[src/rtl/write_uart.sv]
// write_uart: 8N1/8N2 UART transmitter fed by a small valid/ready byte FIFO.
// Bit period is freq+1 clocks, matching the receive side's timing convention.
module write_uart #(
   parameter int freq      = 347,
   parameter int fifo_aw   = 2,
   parameter int stop_bits = 1
) (
   input  logic               clk,
   input  logic               rst_n,
   input  logic [7:0]         data,
   input  logic               valid,
   output logic               ready,
   output logic               TxD,
   output logic               busy,
   output logic [fifo_aw:0]   level
);
   localparam logic [1:0] st_idle  = 2'd0;
   localparam logic [1:0] st_start = 2'd1;
   localparam logic [1:0] st_data  = 2'd2;
   localparam logic [1:0] st_stop  = 2'd3;
   localparam int tw = $clog2(stop_bits * (freq + 1) + 1);
   localparam logic [tw-1:0] bit_end  = tw'(freq);
   localparam logic [tw-1:0] stop_end = tw'(stop_bits * (freq + 1) - 1);
   localparam logic [fifo_aw:0] depth = (fifo_aw + 1)'(2 ** fifo_aw);

   logic [7:0]         mem [2**fifo_aw];
   logic [fifo_aw-1:0] wp, rp;
   logic [1:0]         state, state_n;
   logic [tw-1:0]      timer, timer_n;
   logic [2:0]         idx, idx_n;
   logic [7:0]         sh, sh_n;
   logic               txd_n, push, pop;
   logic [fifo_aw:0]   level_n;

   assign ready   = level != depth;
   assign push    = valid && ready;
   // A frame starts from IDLE or straight out of the last stop-bit cycle, so queued bytes go out gap-free
   assign pop     = (level != '0) && (state == st_idle || (state == st_stop && timer == stop_end));
   assign level_n = level + (fifo_aw + 1)'(push) - (fifo_aw + 1)'(pop);

   always_comb begin
      state_n = state;
      timer_n = timer + 1'b1;
      idx_n   = idx;
      sh_n    = sh;
      txd_n   = TxD;
      if (pop) begin
         state_n = st_start;
         timer_n = '0;
         sh_n    = mem[rp];
         txd_n   = 1'b0;
      end else case (state)
         st_idle: timer_n = '0;
         st_start: if (timer == bit_end) begin
            state_n = st_data;
            timer_n = '0;
            idx_n   = '0;
            txd_n   = sh[0];
            sh_n    = {1'b0, sh[7:1]};
         end
         st_data: if (timer == bit_end) begin
            timer_n = '0;
            if (idx == 3'd7) begin
               state_n = st_stop;
               txd_n   = 1'b1;
            end else begin
               idx_n = idx + 3'd1;
               txd_n = sh[0];
               sh_n  = {1'b0, sh[7:1]};
            end
         end
         st_stop: if (timer == stop_end) begin
            state_n = st_idle;
            timer_n = '0;
         end
         default: state_n = st_idle;
      endcase
   end

   always_ff @(posedge clk or negedge rst_n)
      if (!rst_n) begin
         state <= st_idle;
         timer <= '0;
         idx   <= '0;
         sh    <= '0;
         TxD   <= 1'b1;
         busy  <= 1'b0;
         level <= '0;
         wp    <= '0;
         rp    <= '0;
      end else begin
         state <= state_n;
         timer <= timer_n;
         idx   <= idx_n;
         sh    <= sh_n;
         TxD   <= txd_n;
         busy  <= (state_n != st_idle) || (level_n != '0);
         level <= level_n;
         if (push) wp <= wp + 1'b1;
         if (pop) rp <= rp + 1'b1;
      end

   always_ff @(posedge clk)
      if (push) mem[wp] <= data;
endmodule

[config.mk]
export PLATFORM = sky130hd
export DESIGN_NAME = write_uart
export DESIGN_NICKNAME = d
export VERILOG_FILES = /design/src/rtl/write_uart.sv
export SDC_FILE = /design/constraint.sdc
export NUM_CORES = 1
export LEC_CHECK = 0
export CAP_MARGIN = 20
export CORE_ASPECT_RATIO = 1.2
export CORE_MARGIN = 5
export CORE_UTILIZATION = 24
export DETAILED_ROUTE_END_ITERATION = 10
export PLACE_DENSITY = 0.47
export SLEW_MARGIN = 10
export SYNTH_ARGS = -nofsm -noshare
export SYNTH_HDL_FRONTEND = slang
export SYNTH_SLANG_ARGS = --single-unit
[constraint.sdc]
create_clock -name clk -period 9.58 [get_ports clk]
set_clock_uncertainty 0.2 [all_clocks]
set_input_delay 0.958 -clock clk [delete_from_list [all_inputs] [get_ports clk]]
set_output_delay 0.958 -clock clk [all_outputs]
set_load 0.05 [all_outputs]
==> results of run 1 <==
registers in the layout, summed over array words and instances, names as in the netlist, 2 cells and up:
signal,flops
mem,32
timer,9
sh,8
idx,3
level,3
rp,2
state,2
wp,2
worst max-delay path: cells and delay by family, from the launching register on:
kind / cells / cell delay [ns]
AO/OA/AOI/OAI: 2 / 0.47
XOR/XNOR: 2 / 0.32
adder cells (fa/ha/maj): 4 / 1.00
buffers and inverters: 1 / 0.04
flip-flops: 1 / 0.38
AND/OR/NAND/NOR: 3 / 1.28
cell families (layout without fill, tap and decap cells):
family	Yosys count	in the layout
compound gates	13	13
xor+xnor	12	12
fa+ha+maj	15	15
buf+inv	17	44
flops	63	63
mux	25	25
simple gates	46	46
path summary, 6_finish.rpt:
kind                                         start                  to  slack [ns]  cells after the start
worst max-delay path            timer[0]$_DFF_PN0_      busy$_DFF_PN0_        5.77                     12
min in group asynchronous                    rst_n  idx[0]$_DFFE_PN0P_        0.84                      2
worst min register to register  timer[0]$_DFF_PN0_  timer[0]$_DFF_PN0_        0.28                      1
max in group asynchronous                    rst_n     TxD$_DFFE_PN1P_        8.00                      2
worst max register to register  timer[0]$_DFF_PN0_      busy$_DFF_PN0_        5.77                     12
worst min-delay path            timer[0]$_DFF_PN0_  timer[0]$_DFF_PN0_        0.28                      1
routing by layer:
| metal | wire, µm | vias to the layer above | share of wire, % | GRT usage (%) |
|---|---|---|---|---|
| li1 | - | 751 | - | - |
| met1 | 2140 | 757 | 44 | 9.18 |
| met2 | 2460 | 20 | 50 | 12.7 |
| met3 | 182 | 10 | 3.7 | 2.38 |
| met4 | 117 | 0 | 2.4 | 4.57 |
| met5 | 0 | - | 0 | 0 |
placed cells by master (no fill, tap or decap), types with 2 or more instances in the layout:
cell and count:
and3_1 6, nand4_1 2, mux2_4 8, mux2_2 9, clkdlybuf4s50_1 16, edfxtp_1 32
xnor2_1 3, nand2_1 7, and2_1 2, inv_6 2, a31oi_1 2, mux4_2 8
a22o_1 2, clkbuf_16 9, nor3_1 3, dfrtp_1 30, a21oi_1 2, nor2_1 10
nor2b_1 2, xor2_1 9, ha_1 14, bufinv_16 3, or3_1 2, inv_1 10
buf_4 2
cell type report:
cell class,count,area [µm²]
Clock buffer,9,225
Clock inverter,7,119
Fill cell,1205,8380
Inverter,10,37.5
Multi-Input combinational cell,111,1070
Sequential cell,63,1740
Tap cell,161,201
Timing Repair Buffer,18,175
power breakdown:
part | internal [mW] | switching, mW | leakage, nW
Sequential | 0.328 | 0.0182 | 0.667
Combinational | 0.0507 | 0.0821 | 0.585
Clock | 0.255 | 0.116 | 0.164
Total | 0.633 | 0.216 | 1.42
per-stage QoR:
stage | power (mW) | utilization (%)
3_3_place_gp | 0.487 | 26.9
6_report | 0.849 | 29.8
3_5_place_dp | 0.488 | 26.9
4_1_cts | 0.865 | 29.8
2_1_floorplan | 0.437 | -
5_1_grt | 0.894 | 29.8
==> results.md, run 1 <==
- Path category of the worst min-delay check: reg2reg
- Layout cells sized above 1: 22.9%
- Data arrival, critical path: 3.82 ns
- Async SR Flop Fraction: 49.2%
- Half-perimeter wire length of the detailed placement result: 3400 µm
- Outcome: finished, final reports clean
- Total of max-cap violations: 0
- Gpl congestion: 0.760
- Hold violation count in the final report: 0
- Mapped cell area: 2900 µm²
- Share of synthesized cell area in and, or, nand and nor gates: 9.16%
- Count of vias placed by the detailed router: 1,538
- Register bit total from synthesis: 63
- Die extent in y: 130 µm
- Hold_buf cts: 0
- Adder and majority gate portion of the synthesized area: 6.74%
- Most frequent cell on the critical path: ha_1
- Top post-synthesis cells by area: edfxtp_1 (33%), dfrtp_1 (26%), mux4_2 (6.2%), ha_1 (6.1%), mux2_4 (4.1%)
- Number of buffers inserted by post-CTS setup repair: 0
- Kind of end point of the critical path: flop
- Post-synthesis cell type with the largest combined area: edfxtp_1
- Yosys cell types: 45
- Number of synthesized flops with an enable pin: 32
- Number of I/O pins: 17
- Largest stage delay on the critical path: 0.54 ns
- Wire length of the first global-routing pass: 8460 µm
- Net count, final: 239
- Setup violations, final: 0
- Number of gates given a new drive strength after cts: 0
- Root Buffer Master: clkbuf_16
- Compound-Gate Fraction of Synth Area: 3.46%
- Filler-free cell count of the finished design: 379
- Commonest cells post-synth: edfxtp_1 (32), dfrtp_1 (30), ha_1 (14)
- Fraction of synthesized cell area taken by the top area cell type: 33.2%
- Sequential area share after synthesis: 60.0%
- Post-route worst setup slack: 5.77 ns
- TritonCTS clock tree: yes
- Per-instance average area after synthesis: 15.2 µm²
- Number of H-tree levels: 3
- Final wirelength: 4900 µm
- Fin area: 3560 µm²
- Initial antenna violation count: 0
- Worst skew pair latency: 0.32 ns
- Number of nets still failing antenna checks after routing: 0
- Most instantiated library cell after synthesis: edfxtp_1
- Global route overflow: 0
- Cell area after placement: 3220 µm²
- CP required: 9.59 ns
- Worst setup SP type: flop
- Ratio of final minimum period to clock period: 39.8%
- Post-Route Setup TNS: 0 ns
- First-pass iteration count of the detailed router: 4
- Starting Density: 24.2%
- Pin slew with the least headroom to its limit: 0.653 ns
- Number of nets produced by synthesis: 217
- Die Footprint: 14,400 µm²
- Power density over the cells: 238 nW/µm²
- Port Buffers: 16
- TritonCTS sink count: 63
- RSZ-0062 raised after global routing: false
- Portion of netlist area occupied by mux cells: 13.9%
- Largest voltage drop on the vdd net: 0.0000920 V
- Clock slew at reported path FFs: 0.06 ns
- Remaining DRCs: 0
- P&R area growth vs syn: 23.1%
- Detail-routed net length per standard cell: 12.9 µm
- Commonest register cell after synthesis: edfxtp_1
- Die extent in x: 110 µm
- Combinational family with the most area after synthesis: multiplexers
- Core region area: 11,900 µm²
- Maximum number of pins on one net before global-route repair: 32
- Total CTS buffers: 9
- Clock tree buffer depth: 2
- Critical path class: reg2reg
- Tot GR Track Use: 7.85%
- Final Slew Violations: 0
- Post-synthesis xor/xnor area fraction: 3.63%
- Pre-CTS setup slack: 5.73 ns
- Worst slew slack as a fraction of its limit: 56.4%
- Starting DRT DRC Count: 36
- Vias in the first global route: 1,735
- Count of standard-cell rows: 44
- Diodes inserted: 0
- Static Leak: 1.42 nW
- Critical Path Slowest Stage Cell: nor2_2
- Maximum fanout count along the critical path: 12
- Ordered cell list for the critical path: ha_1, and4b_1, a31oi_1, nor2_2, ha_1, inv_1, ha_1, fa_1, xor2_1, xnor2_1, or3_1, a211o_1
- Tmin final: 3.81 ns
- Placed cell count: 363
- Final-layout worst hold slack: 0.281 ns
- Number of instances in the synthesized netlist: 191
- Warnings, synthesis: 0
- Fmax: 263 MHz
- Routed vias/inst: 4.06
No activity file was read; power rests on OpenSTA's default activity.
==> run 2, diff against run 1 <==
- clock period: 9.58 -> 3.86 ns (I/O delays scaled with it)
==> run 2 against run 1 <==
  * Worst hold slack worse by 0.019 ns
  * Combinational power increased by 150%
  * Sequential share of layout area up 0.31 points
  * Via count grew 2.1%
  * Cell area decreased by 0.63%
  * Final cell count up 0.53%
  * Sequential power grew 150%
  * Highest routed layer unchanged
  * Fmax rose by 13%
  * Register-to-register slack lost 5.3 ns
  * Largest power group is now sequential cells
  * Sequential cell count unchanged
  * Setup slack got worse by 5.3 ns
  * First-iteration DRC count is 28% higher
==> results.md, run 2 (synthesized netlist as in run 1, its figures left out) <==
- Critical path class: reg2reg
- Met2 layer usage reported by global route: 13.1%
- Maximum number of pins on one net before global-route repair: 32
- Largest stage delay on the critical path: 0.40 ns
- Setup violations, final: 0
- Largest registers ranked by flip-flop count: mem x32, timer x9, sh x8
- Number of buffers inserted by post-CTS setup repair: 0
- Remaining DRCs: 0
- Root Buffer Master: clkbuf_16
- Total CTS buffers: 9
- Count of standard-cell rows: 44
- Leading cell type in the layout, fill and taps excluded: edfxtp_1
- Detail-routed net length per standard cell: 13.2 µm
- Tmin final: 3.36 ns
- Fmax: 298 MHz
- Clock tree buffer depth: 2
- Maximum fanout count along the critical path: 4
- Total of max-cap violations: 0
- Global routing met3 resource utilization: 2.23%
- Count of vias placed by the detailed router: 1,570
- Die extent in x: 110 µm
- Layout cells sized above 1: 24.1%
- Tot GR Track Use: 8.06%
- Kind of end point of the critical path: flop
- Hold violation count in the final report: 0
- Final Slew Violations: 0
- Number of gates given a new drive strength after cts: 0
- Die Footprint: 14,400 µm²
- Number of I/O pins: 17
- Post-Route Setup TNS: 0 ns
- Power density over the cells: 566 nW/µm²
- Total power: 2.00 mW
- Final wirelength: 5010 µm
- RSZ-0062 raised after global routing: false
- Net count, final: 241
- Most frequent cell on the critical path: ha_1
- Core region area: 11,900 µm²
- TritonCTS clock tree: yes
- Static Leak: 1.41 nW
- Routing layer with the top usage in global route: met2
- Port Buffers: 16
- Largest voltage drop on the vdd net: 0.000301 V
- Starting Density: 24.2%
- Pin slew with the least headroom to its limit: 0.621 ns
- TritonCTS sink count: 63
- Number of H-tree levels: 3
- Diodes inserted: 0
- Path category of the worst min-delay check: in2async
- Half-perimeter wire length of the detailed placement result: 3490 µm
- CP required: 3.87 ns
- First-pass iteration count of the detailed router: 4
- Critical Path Slowest Stage Cell: dfrtp_1
- Outcome: finished, final reports clean
- P&R area growth vs syn: 22.3%
- Wire length of the first global-routing pass: 8690 µm
- Initial antenna violation count: 0
- Global route overflow: 0
- Ratio of final minimum period to clock period: 87.0%
- Die extent in y: 130 µm
- Commonest non-fill, non-tap cells in the layout: edfxtp_1 (32), dfrtp_1 (30), clkdlybuf4s50_1 (16), ha_1 (14)
- Register ranked first by flip-flop count: mem
- Reg2Reg Depth: 12
- Worst slew slack as a fraction of its limit: 58.6%
- Starting DRT DRC Count: 46
- Data arrival, critical path: 3.36 ns
- Gpl congestion: 0.711
- Worst skew pair latency: 0.32 ns
- Vias in the first global route: 1,732
- Clock slew at reported path FFs: 0.06 ns
- Global routing met1 resource utilization: 9.75%
- Ordered cell list for the critical path: ha_1, and4b_1, a31oi_1, nor2_2, ha_1, inv_1, ha_1, fa_1, xor2_1, xnor2_1, or3_1, a211o_1
- Hold_buf cts: 0
- Worst setup SP type: flop
- Routed vias/inst: 4.12
- Max FFs per register: 32
- Number of nets still failing antenna checks after routing: 0
-- run 2: stage by stage --
step | cell area [µm²] | std cells | worst slack (ns) | util, % | hold slack [ns]
floorplan | 2900 | 191 | 0.307 | - | -0.110
global placement | 3230 | 365 | 0.531 | 27.1 | 0.261
detailed placement | 3230 | 365 | 0.506 | 27.1 | 0.277
CTS | 3540 | 381 | 0.485 | 29.6 | 0.285
global route | 3540 | 381 | 0.337 | 29.6 | 0.311
finish | 3540 | 381 | 0.503 | 29.6 | 0.262
-- run 2: worst paths after layout --
kind / start / end / slack [ns]
worst max-delay path: timer[0]$_DFF_PN0_ / busy$_DFF_PN0_ / 0.50
min in group clk: timer[0]$_DFF_PN0_ / timer[0]$_DFF_PN0_ / 0.28
worst min-delay path: rst_n / idx[0]$_DFFE_PN0P_ / 0.26
worst max register to register: timer[0]$_DFF_PN0_ / busy$_DFF_PN0_ / 0.50
worst min register to register: timer[0]$_DFF_PN0_ / timer[0]$_DFF_PN0_ / 0.28
max in group asynchronous: rst_n / TxD$_DFFE_PN1P_ / 2.86
-- run 2: worst max-delay path, delay by kind of cell, from the launching register on --
family | cells | cell delay [ns]
XOR/XNOR | 2 | 0.32
buffers and inverters | 1 | 0.04
AO/OA/AOI/OAI | 2 | 0.59
flip-flops | 1 | 0.40
adder cells (fa/ha/maj) | 4 | 1.08
AND/OR/NAND/NOR | 3 | 0.62
-- run 2: layout make-up --
class	instances	area (µm²)
Fill cell	1205	8410
Sequential cell	63	1740
Multi-Input combinational cell	111	1070
Clock buffer	9	225
Tap cell	161	201
Timing Repair Buffer	20	190
Clock inverter	7	81.3
Inverter	10	37.5
-- run 2: layer usage --
layer	up-vias	wire (µm)
met1	793	2250
met4	0	80
met3	6	137
met2	15	2550
li1	756	-
met5	-	0
-- run 2: power breakdown --
part / internal, mW / switching, mW
sequential: 0.813 / 0.0472
clock: 0.507 / 0.307
combinational: 0.126 / 0.203
total: 1.45 / 0.557
==> run 3, diff against run 2 <==
- CORE_MARGIN: 5 -> not set
==> run 3 against run 2 <==
  * Power up 2.5%
  * Sequential cell count stayed put
  * Routed wire length unchanged
  * Register-to-register slack got worse by 0.16 ns
  * Die area fell by 13%
  * Sequential share of layout area fell by 0.052 points
  * Core utilization is 0.72 points higher
  * Critical path type unchanged
  * Critical endpoint unchanged
  * Largest cell class unchanged
  * Largest power group is now the clock network
  * Highest routed layer unchanged
==> results.md, run 3 (synthesized netlist as in run 1, its figures left out) <==
- Hold violation count in the final report: 0
- Clock tree buffer depth: 2
- Global route overflow: 0
- Share of total power in sequential cells: 41.8%
- Critical path class: reg2reg
- Pre-CTS setup slack: 0.388 ns
- Register ranked first by flip-flop count: mem
- Ratio of final minimum period to clock period: 91.0%
- Setup violations, final: 0
- Starting DRT DRC Count: 53
- Worst setup SP type: flop
- Port Buffers: 16
- TritonCTS clock tree: yes
- Tmin final: 3.51 ns
- Die Footprint: 12,500 µm²
- Count of standard-cell rows: 43
- Wire length of the first global-routing pass: 8470 µm
- Diodes inserted: 0
- Half-perimeter wire length of the detailed placement result: 3390 µm
- Fill cell total of the finished layout: 1,185
- Data arrival, critical path: 3.52 ns
- Post-route worst setup slack: 0.347 ns
- Net count, final: 240
- Layout cells sized above 1: 23.7%
- Worst skew pair latency: 0.32 ns
- Power density over the cells: 579 nW/µm²
- Number of nets still failing antenna checks after routing: 0
- Total CTS buffers: 9
- Pin slew with the least headroom to its limit: 0.632 ns
- Fmax: 285 MHz
- Tot GR Track Use: 9.17%
- Post-Route Setup TNS: 0 ns
- Clock network fraction of total power: 42.2%
- Clock slew at reported path FFs: 0.06 ns
- Outcome: finished, final reports clean
- Fin area: 3540 µm²
- Core region area: 11,700 µm²
- Cell area after placement: 3220 µm²
- Number of buffers inserted by post-CTS setup repair: 0
- Max FFs per register: 32
- Largest voltage drop on the vdd net: 0.000256 V
- Largest registers ranked by flip-flop count: mem x32, timer x9, sh x8
- Kind of end point of the critical path: flop
- Number of gates given a new drive strength after cts: 0
- Maximum number of pins on one net before global-route repair: 23
- CP required: 3.87 ns
- Internal power: 1.50 mW
- Area of the multi-input gates: 1070 µm²
- Commonest non-fill, non-tap cells in the layout: edfxtp_1 (32), dfrtp_1 (30), clkdlybuf4s50_1 (16), ha_1 (14)
- Routed vias/inst: 4.17
- First-pass iteration count of the detailed router: 3
- Die extent in x: 102 µm
- Footprint of the flip-flops and latches: 1740 µm²
- Initial antenna violation count: 0
- Vias in the first global route: 1,660
- Die extent in y: 122 µm
- RSZ-0062 raised after global routing: false
- Number of H-tree levels: 3
- Starting Density: 24.8%
- Total of max-cap violations: 0
- Root Buffer Master: clkbuf_16
- Final wirelength: 5010 µm
- Leading cell type in the layout, fill and taps excluded: edfxtp_1
- Detail-routed net length per standard cell: 13.3 µm
- Hold_buf cts: 0
- Remaining DRCs: 0
- Static Leak: 1.41 nW
- Maximum fanout count along the critical path: 8
- Share of total power in combinational logic: 16.0%
- Net Sw Power: 0.549 mW
- TritonCTS sink count: 63
- Gpl congestion: 0.706
- Number of I/O pins: 17
- Switching fraction of total power: 26.7%
- Final Slew Violations: 0
- Worst slew slack as a fraction of its limit: 57.8%
- Count of vias placed by the detailed router: 1,567
- P&R area growth vs syn: 22.4%
- Total power: 2.05 mW
- Path category of the worst min-delay check: in2async
[run 3: cell count changes in the layout (fill, tap and decap cells not counted), sizes merged]
cell and delta:
inv -2, buf -1, clkinvlp +1, bufinv +1
[run 3: path summary, 6_finish.rpt]
check	endpoint	depth (start not counted)	from	slack, ns
worst min register to register	timer[0]$_DFF_PN0_	1	timer[0]$_DFF_PN0_	0.29
worst max register to register	busy$_DFF_PN0_	12	timer[0]$_DFF_PN0_	0.35
worst max-delay path	busy$_DFF_PN0_	12	timer[0]$_DFF_PN0_	0.35
min in group clk	timer[0]$_DFF_PN0_	1	timer[0]$_DFF_PN0_	0.29
worst min-delay path	busy$_DFF_PN0_	1	rst_n	0.17
max in group asynchronous	TxD$_DFFE_PN1P_	2	rst_n	2.57
[run 3: per-stage QoR]
step / std cells / hold slack (ns) / utilization [%]
global route: 376 / 0.216 / 30.4
floorplan: 191 / -0.110 / -
global placement: 360 / 0.261 / 27.6
CTS: 376 / 0.190 / 30.4
detailed placement: 360 / 0.268 / 27.6
finish: 376 / 0.171 / 30.4
[run 3: power by group through the flow]
stage / Sequential, mW / Combinational (mW) / Clock (mW)
floorplan: 0.916 / 0.168 / 0
global placement: 0.871 / 0.333 / 0
detailed placement: 0.872 / 0.336 / 0
CTS: 0.861 / 0.335 / 0.885
global route: 0.869 / 0.359 / 0.912
finish: 0.859 / 0.328 / 0.867
[run 3: layout make-up]
type	count	area share [%]
clock buffers	9	6.35
multi-input cells	111	30.1
clock inverters	7	2.75
well taps	157	5.54
flip-flops and latches	63	49.0
inverters	10	1.06
repair buffers	19	5.15
[run 3: routing by layer]
metal,GRT usage (%),routed length (µm),part of all wire (%),up-vias
li1,-,-,-,749
met1,11.4,2300,46,790
met2,14.6,2490,50,20
met3,2.28,122,2.4,8
met4,4.82,96,1.9,0
met5,0,0,0,-
[run 3: worst max-delay path, cell delays in order, from the launching register on]
cell,delay (ns)
dfrtp_1,0.40
ha_1,0.25
and4b_1,0.34
a31oi_1,0.36
nor2_2,0.07
ha_1,0.28
inv_1,0.04
ha_1,0.18
fa_1,0.38
xor2_1,0.18
xnor2_1,0.14
or3_1,0.31
a211o_1,0.27
